===== config.mk =====
export PLATFORM = sky130hd
export DESIGN_NAME = ps2_byte_receiver
export DESIGN_NICKNAME = d
export VERILOG_FILES = /design/src/rtl/ps2_pkg.sv /design/src/rtl/ps2_line_filter.sv /design/src/rtl/ps2_byte_receiver.sv
export SDC_FILE = /design/constraint.sdc
export NUM_CORES = 1
export LEC_CHECK = 0
export ABC_CLOCK_PERIOD_IN_PS = 3460
export CAP_MARGIN = 20
export CORE_ASPECT_RATIO = 1.25
export CORE_MARGIN = 3
export CORE_UTILIZATION = 50
export CTS_CLUSTER_SIZE = 10
export DETAILED_ROUTE_END_ITERATION = 8
export GPL_TIMING_DRIVEN = 0
export HOLD_SLACK_MARGIN = 0.15
export PLACE_DENSITY = 0.69
export SETUP_SLACK_MARGIN = 0.02
export SKIP_LAST_GASP = 1
export SYNTH_ARGS = -nofsm -noshare
export SYNTH_HDL_FRONTEND = slang
export SYNTH_HIERARCHICAL = 1
export SYNTH_SLANG_ARGS = --single-unit

===== constraint.sdc =====
create_clock -name CLOCK -period 3.46 [get_ports CLOCK]
set_input_delay 0.519 -clock CLOCK [delete_from_list [all_inputs] [get_ports CLOCK]]
set_output_delay 0.519 -clock CLOCK [all_outputs]
set_load 0.005 [all_outputs]

===== src/rtl/ps2_pkg.sv =====
// Shared PS/2 receive definitions: frame geometry, FSM state encoding and parity helper.
package ps2_pkg;

  localparam int unsigned PS2_FRAME_BITS = 11;
  localparam int unsigned PS2_DATA_BITS  = 8;

  typedef enum logic [1:0] {
    StIdle   = 2'd0,
    StData   = 2'd1,
    StParity = 2'd2,
    StStop   = 2'd3
  } ps2_state_e;

  // PS/2 uses odd parity across the data byte and the parity bit
  function automatic logic ps2_parity_ok(input logic [PS2_DATA_BITS-1:0] data, input logic par);
    return ^{data, par};
  endfunction

endpackage


===== src/rtl/ps2_line_filter.sv =====
// Two-flop synchronizer followed by a glitch filter; the output only moves after FILTER_LEN
// consecutive synchronized samples agree on the new level. Idles high out of reset.
module ps2_line_filter #(
  parameter int unsigned FILTER_LEN = 8
) (
  input  logic CLOCK,
  input  logic reset,
  input  logic raw,
  output logic filtered
);

  localparam int unsigned CntW = (FILTER_LEN > 1) ? $clog2(FILTER_LEN) : 1;
  localparam logic [CntW-1:0] CntLast = CntW'(FILTER_LEN - 1);

  logic [1:0]      sync_q;
  logic            filt_q, filt_d;
  logic [CntW-1:0] cnt_q, cnt_d;
  logic            sampled;

  assign sampled  = sync_q[1];
  assign filtered = filt_q;

  always_ff @(posedge CLOCK or negedge reset) begin
    if (!reset) begin
      sync_q <= 2'b11;
    end else begin
      sync_q <= {sync_q[0], raw};
    end
  end

  // cnt_q holds how many consecutive samples already disagreed with the output
  always_comb begin
    filt_d = filt_q;
    cnt_d  = '0;
    if (sampled != filt_q) begin
      if (cnt_q == CntLast) begin
        filt_d = sampled;
      end else begin
        cnt_d = cnt_q + CntW'(1);
      end
    end
  end

  always_ff @(posedge CLOCK or negedge reset) begin
    if (!reset) begin
      filt_q <= 1'b1;
      cnt_q  <= '0;
    end else begin
      filt_q <= filt_d;
      cnt_q  <= cnt_d;
    end
  end

endmodule


===== src/rtl/ps2_byte_receiver.sv =====
// PS/2 device-to-host byte deserializer: conditions raw lines, frames 11-bit words on filtered
// clock falls, checks start/parity/stop and aborts stalled frames after TIMEOUT_CYCLES.
module ps2_byte_receiver
  import ps2_pkg::*;
#(
  parameter int unsigned FILTER_LEN     = 8,
  parameter int unsigned TIMEOUT_CYCLES = 50000
) (
  input  logic                     CLOCK,
  input  logic                     reset,
  input  logic                     ps2ck,
  input  logic                     ps2dt,
  output logic [PS2_DATA_BITS-1:0] received_data,
  output logic                     received_data_en,
  output logic                     parity_err,
  output logic                     frame_err,
  output logic                     timeout_err
);

  localparam int unsigned TmoW = $clog2(TIMEOUT_CYCLES + 1);
  localparam logic [TmoW-1:0] TmoMax = TmoW'(TIMEOUT_CYCLES);

  logic ck_filt, dt_filt;
  logic ck_prev_q;
  logic fall;
  logic timeout;

  ps2_state_e              state_q, state_d;
  logic [PS2_DATA_BITS-1:0] shreg_q, shreg_d;
  logic [2:0]              bit_cnt_q, bit_cnt_d;
  logic                    par_q, par_d;
  logic [TmoW-1:0]         tmo_q, tmo_d;
  logic [PS2_DATA_BITS-1:0] data_q, data_d;
  logic                    en_q, en_d;
  logic                    perr_q, perr_d;
  logic                    ferr_q, ferr_d;
  logic                    terr_q, terr_d;

  ps2_line_filter #(
    .FILTER_LEN(FILTER_LEN)
  ) u_ck_filter (
    .CLOCK   (CLOCK),
    .reset   (reset),
    .raw     (ps2ck),
    .filtered(ck_filt)
  );

  ps2_line_filter #(
    .FILTER_LEN(FILTER_LEN)
  ) u_dt_filter (
    .CLOCK   (CLOCK),
    .reset   (reset),
    .raw     (ps2dt),
    .filtered(dt_filt)
  );

  assign fall    = ck_prev_q & ~ck_filt;
  // A fall in the same cycle as the limit wins, so the frame keeps going
  assign timeout = (state_q != StIdle) && !fall && (tmo_q == TmoMax);

  always_comb begin
    state_d   = state_q;
    shreg_d   = shreg_q;
    bit_cnt_d = bit_cnt_q;
    par_d     = par_q;
    tmo_d     = tmo_q;
    data_d    = data_q;
    en_d      = 1'b0;
    perr_d    = 1'b0;
    ferr_d    = 1'b0;
    terr_d    = 1'b0;

    if (state_q == StIdle || fall) begin
      tmo_d = '0;
    end else if (tmo_q != TmoMax) begin
      tmo_d = tmo_q + TmoW'(1);
    end

    unique case (state_q)
      StIdle: begin
        if (fall) begin
          if (!dt_filt) begin
            state_d   = StData;
            bit_cnt_d = 3'd0;
          end else begin
            ferr_d = 1'b1;
          end
        end
      end
      StData: begin
        if (fall) begin
          shreg_d   = {dt_filt, shreg_q[PS2_DATA_BITS-1:1]};
          bit_cnt_d = bit_cnt_q + 3'd1;
          if (bit_cnt_q == 3'd7) begin
            state_d = StParity;
          end
        end
      end
      StParity: begin
        if (fall) begin
          par_d   = dt_filt;
          state_d = StStop;
        end
      end
      StStop: begin
        if (fall) begin
          state_d = StIdle;
          if (!dt_filt) begin
            ferr_d = 1'b1;
          end else if (ps2_parity_ok(shreg_q, par_q)) begin
            data_d = shreg_q;
            en_d   = 1'b1;
          end else begin
            perr_d = 1'b1;
          end
        end
      end
      default: state_d = StIdle;
    endcase

    if (timeout) begin
      state_d   = StIdle;
      shreg_d   = '0;
      bit_cnt_d = 3'd0;
      tmo_d     = '0;
      terr_d    = 1'b1;
    end
  end

  always_ff @(posedge CLOCK or negedge reset) begin
    if (!reset) begin
      ck_prev_q <= 1'b1;
      state_q   <= StIdle;
      shreg_q   <= '0;
      bit_cnt_q <= 3'd0;
      par_q     <= 1'b0;
      tmo_q     <= '0;
      data_q    <= '0;
      en_q      <= 1'b0;
      perr_q    <= 1'b0;
      ferr_q    <= 1'b0;
      terr_q    <= 1'b0;
    end else begin
      ck_prev_q <= ck_filt;
      state_q   <= state_d;
      shreg_q   <= shreg_d;
      bit_cnt_q <= bit_cnt_d;
      par_q     <= par_d;
      tmo_q     <= tmo_d;
      data_q    <= data_d;
      en_q      <= en_d;
      perr_q    <= perr_d;
      ferr_q    <= ferr_d;
      terr_q    <= terr_d;
    end
  end

  assign received_data    = data_q;
  assign received_data_en = en_q;
  assign parity_err       = perr_q;
  assign frame_err        = ferr_q;
  assign timeout_err      = terr_q;

endmodule


==> results by group <==
Synthesis
  – Ys async rst share: 1.00
  – Cells after synthesis: 221
  – Yosys warning count: 6
  – Dominant synthesized flop cell: dfrtp_1
  – Avg Inst Size Synth: 11.5 sq um
  – Yosys top cell by area: dfrtp_1
  – Seq/Total Area, Yosys: 0.544
  – Number of synthesized flops with an enable pin: 0
  – Synth cell count leaders: dfrtp_1, nor2_1, nand2_1, nand3_1, ha_1
  – Top cell type's share of synthesized area: 0.472
  – Distinct cells, synth: 41
  – Synthesized Nets: 238
  – Largest cells by area after synthesis: dfrtp_1, dfstp_2, ha_1
  – Number of synthesized register bits: 55
  – Count leader, synth: dfrtp_1
  – Mapped Area: 0.00255 sq mm

Timing
  – Final min period: 1.96 ns
  – Clock Skews: 0.00926 ns
  – Final slew viol count: 0
  – Setup_tns: 0 ns
  – Fmax: 0.510 GHz
  – Actual slew at the worst max-slew pin: 0.579 ns
  – Setup violations, final: 0
  – Tcrit/Tclk final: 0.567
  – RSZ-0062 raised after global routing: no
  – Final hold violations: 0
  – Slew headroom: 0.610

Clock network
  – CTS tree: yes
  – H-tree depth: 2
  – CTS sink count: 55
  – CTS Buffer Depth: 2
  – Postcts setup bufs: 0
  – Cts repair resizes: 0
  – CTS clk-pin slew, worst paths: 0.10 ns
  – CTS buffer count: 5
  – CTS root buffer: clkbuf_8
  – Worst-skew pair later-pin latency: 0.31 ns
  – Hold buffer count at cts: 0

Pwr
  – Total Power: 1.66 mW
  – Static leakage: 1.35 nW
  – Internal power: 1.12 mW
  – Peak VDD IR: 0.000322 V
  – P per Cell Area: 577 mW/mm^2
  – Switching share of power: 0.326
  – Net Sw Power: 0.541 mW
  – Sequential share of power: 0.491
  – Clock Power Share: 0.220
  – Logic pwr share: 0.289

Route
  – Vias: 1590
  – Iter 0 DRT Violations: 31
  – # DRC: 0
  – Post-route ant nets: 0
  – Vias per inst: 5.21
  – DR pass1 iterations: 4
  – Wire length per cell: 12.9 um
  – Routed WL: 3920 um

Placed design
  – # port buffers: 15
  – Placed cell area: 0.00279 sq mm
  – Placed insts: 297
  – Post-DP HPWL: 2790 um
  – GPL Wtd Cong: 0.761

Die
  – Die W: 69.8 um
  – Std cell rows: 28
  – Core footprint: 0.00483 sq mm
  – Area of the die: 0.00599 sq mm
  – Starting Density: 0.527
  – Die height: 85.8 um
  – IO Pins: 16

Global route
  – Vias in the first global route: 1655
  – Total Routing Usage GR: 0.147
  – Total grt overflow: 0
  – First-pass GRT wire length: 7170 um
  – Largest net degree at the start of global routing: 31
  – Initial antenna violation count: 0

Finish
  – Share of cells above drive strength 1: 0.155
  – Nets@finish: 261
  – Layout Cells excl Fill: 305
  – Fill cells: 406
  – Design area: 0.00288 sq mm
  – Area growth syn-to-layout: 13.2%
  – Ant diodes: 0

Run status
  – Outcome: finished clean

Worst setup path
  – Startpoint types: flip-flop
  – Crit path required time: 3.67 ns
  – Crit path arrival time: 2.17 ns
  – Critical path class: flip-flop to flip-flop
  – Worst Setup End Kind: flip-flop
  – CP max FO: 10

Hold path
  – Worst hold path class: input port to asynchronous set/reset pin

Job
  – Max cap viols: 0
==> power groups by stage <==
stage	Clock [mW]	Combinational [mW]	Sequential, mW
6_report	0.365	0.481	0.816
5_1_grt	0.401	0.559	0.834
4_1_cts	0.386	0.494	0.819
3_5_place_dp	0	0.489	0.831
3_3_place_gp	0	0.475	0.828
2_1_floorplan	0	0.385	0.812
==> per-stage QoR <==
stage,hold WS [ns],util,setup WS (ns)
floorplan,0.223,-,1.67
global placement,0.346,0.573,0.222
detailed placement,0.347,0.576,1.48
CTS,0.206,0.596,1.48
global route,0.228,0.596,1.35
finish,0.195,0.596,1.50
==> worst paths after layout <==
kind	from	end	slack [ns]	cells past startpoint
setup / recovery	tmo_q[0]	state_q[1]	1.50	8
hold / removal	reset	u_dt_filter/cnt_q[0]	0.19	1
setup reg to reg	tmo_q[0]	state_q[1]	1.50	8
hold reg to reg	u_ck_filter/sync_q[0]	u_ck_filter/sync_q[1]	0.36	0
max in group asynchronous	reset	u_ck_filter/sync_q[1]	2.63	2
min in group CLOCK	u_ck_filter/sync_q[0]	u_ck_filter/sync_q[1]	0.36	0
==> area by class of cell <==
| class | instances | area [sq um] | area share |
|---|---|---|---|
| buffer | 7 | 38.8 | 0.0135 |
| clock inverter | 1 | 8.76 | 0.00304 |
| timing repair buffer | 16 | 165 | 0.0573 |
| multi-input combinational | 150 | 1090 | 0.377 |
| clock buffer | 7 | 86.3 | 0.0300 |
| tap | 60 | 75.1 | 0.0261 |
| inverter | 9 | 35.0 | 0.0122 |
| sequential | 55 | 1390 | 0.481 |
==> metal layers <==
layer,vias to the layer above,GRT usage,share of wire
met3,6,0.0328,0.027
met2,20,0.266,0.51
met5,-,0,0
li1,792,-,-
met1,772,0.170,0.45
met4,0,0.0523,0.016
==> sequential cells by signal, indices dropped and copies added, names as in the netlist <==
register	count
parity_err	1
shreg_q	8
u_ck_filter/cnt_q	3
u_ck_filter/sync_q	2
timeout_err	1
bit_cnt_q	3
u_dt_filter/sync_q	2
ck_prev_q	1
state_q	2
par_q	1
u_dt_filter/cnt_q	3
received_data_en	1
u_ck_filter/filtered	1
tmo_q	16
u_dt_filter/filtered	1
frame_err	1
received_data	8
==> placed cells by master (no fill, tap or decap), types with 2 or more instances in the layout <==
cell / count
a32o_1: 2
nor4_1: 2
nor2_1: 22
dfrtp_1: 48
clkbuf_8: 6
clkbuf_1: 5
and3_1: 2
or2_2: 2
inv_1: 8
a22o_1: 2
clkdlybuf4s50_1: 14
mux2_1: 2
mux2_2: 10
nor3_1: 2
nand2b_1: 4
xnor2_1: 11
dfstp_2: 7
and2_1: 4
a21oi_1: 10
xor2_1: 12
nand2_1: 17
nor3b_2: 2
nand3_1: 16
ha_1: 13
==> worst max-delay path, stage by stage, from the launching register on <==
cell      delay [ns]
dfrtp_1         0.43
inv_1           0.07
ha_1            0.13
or4bb_1         0.45
nor4_4          0.19
nand2_2         0.14
clkinv_2        0.16
nor3_2          0.08
a22o_1          0.22
==> cells by family after synthesis <==
group	share of synthesized area
AOI/OAI and AO/OA	0.0467
xor gates and xnor gates	0.0880
adders and majority gates	0.0639
buffers and inverters	0.0290
DFF	0.544
muxes	0.0531
and+or+nand+nor	0.175
(Power assumes the default switching activity.)
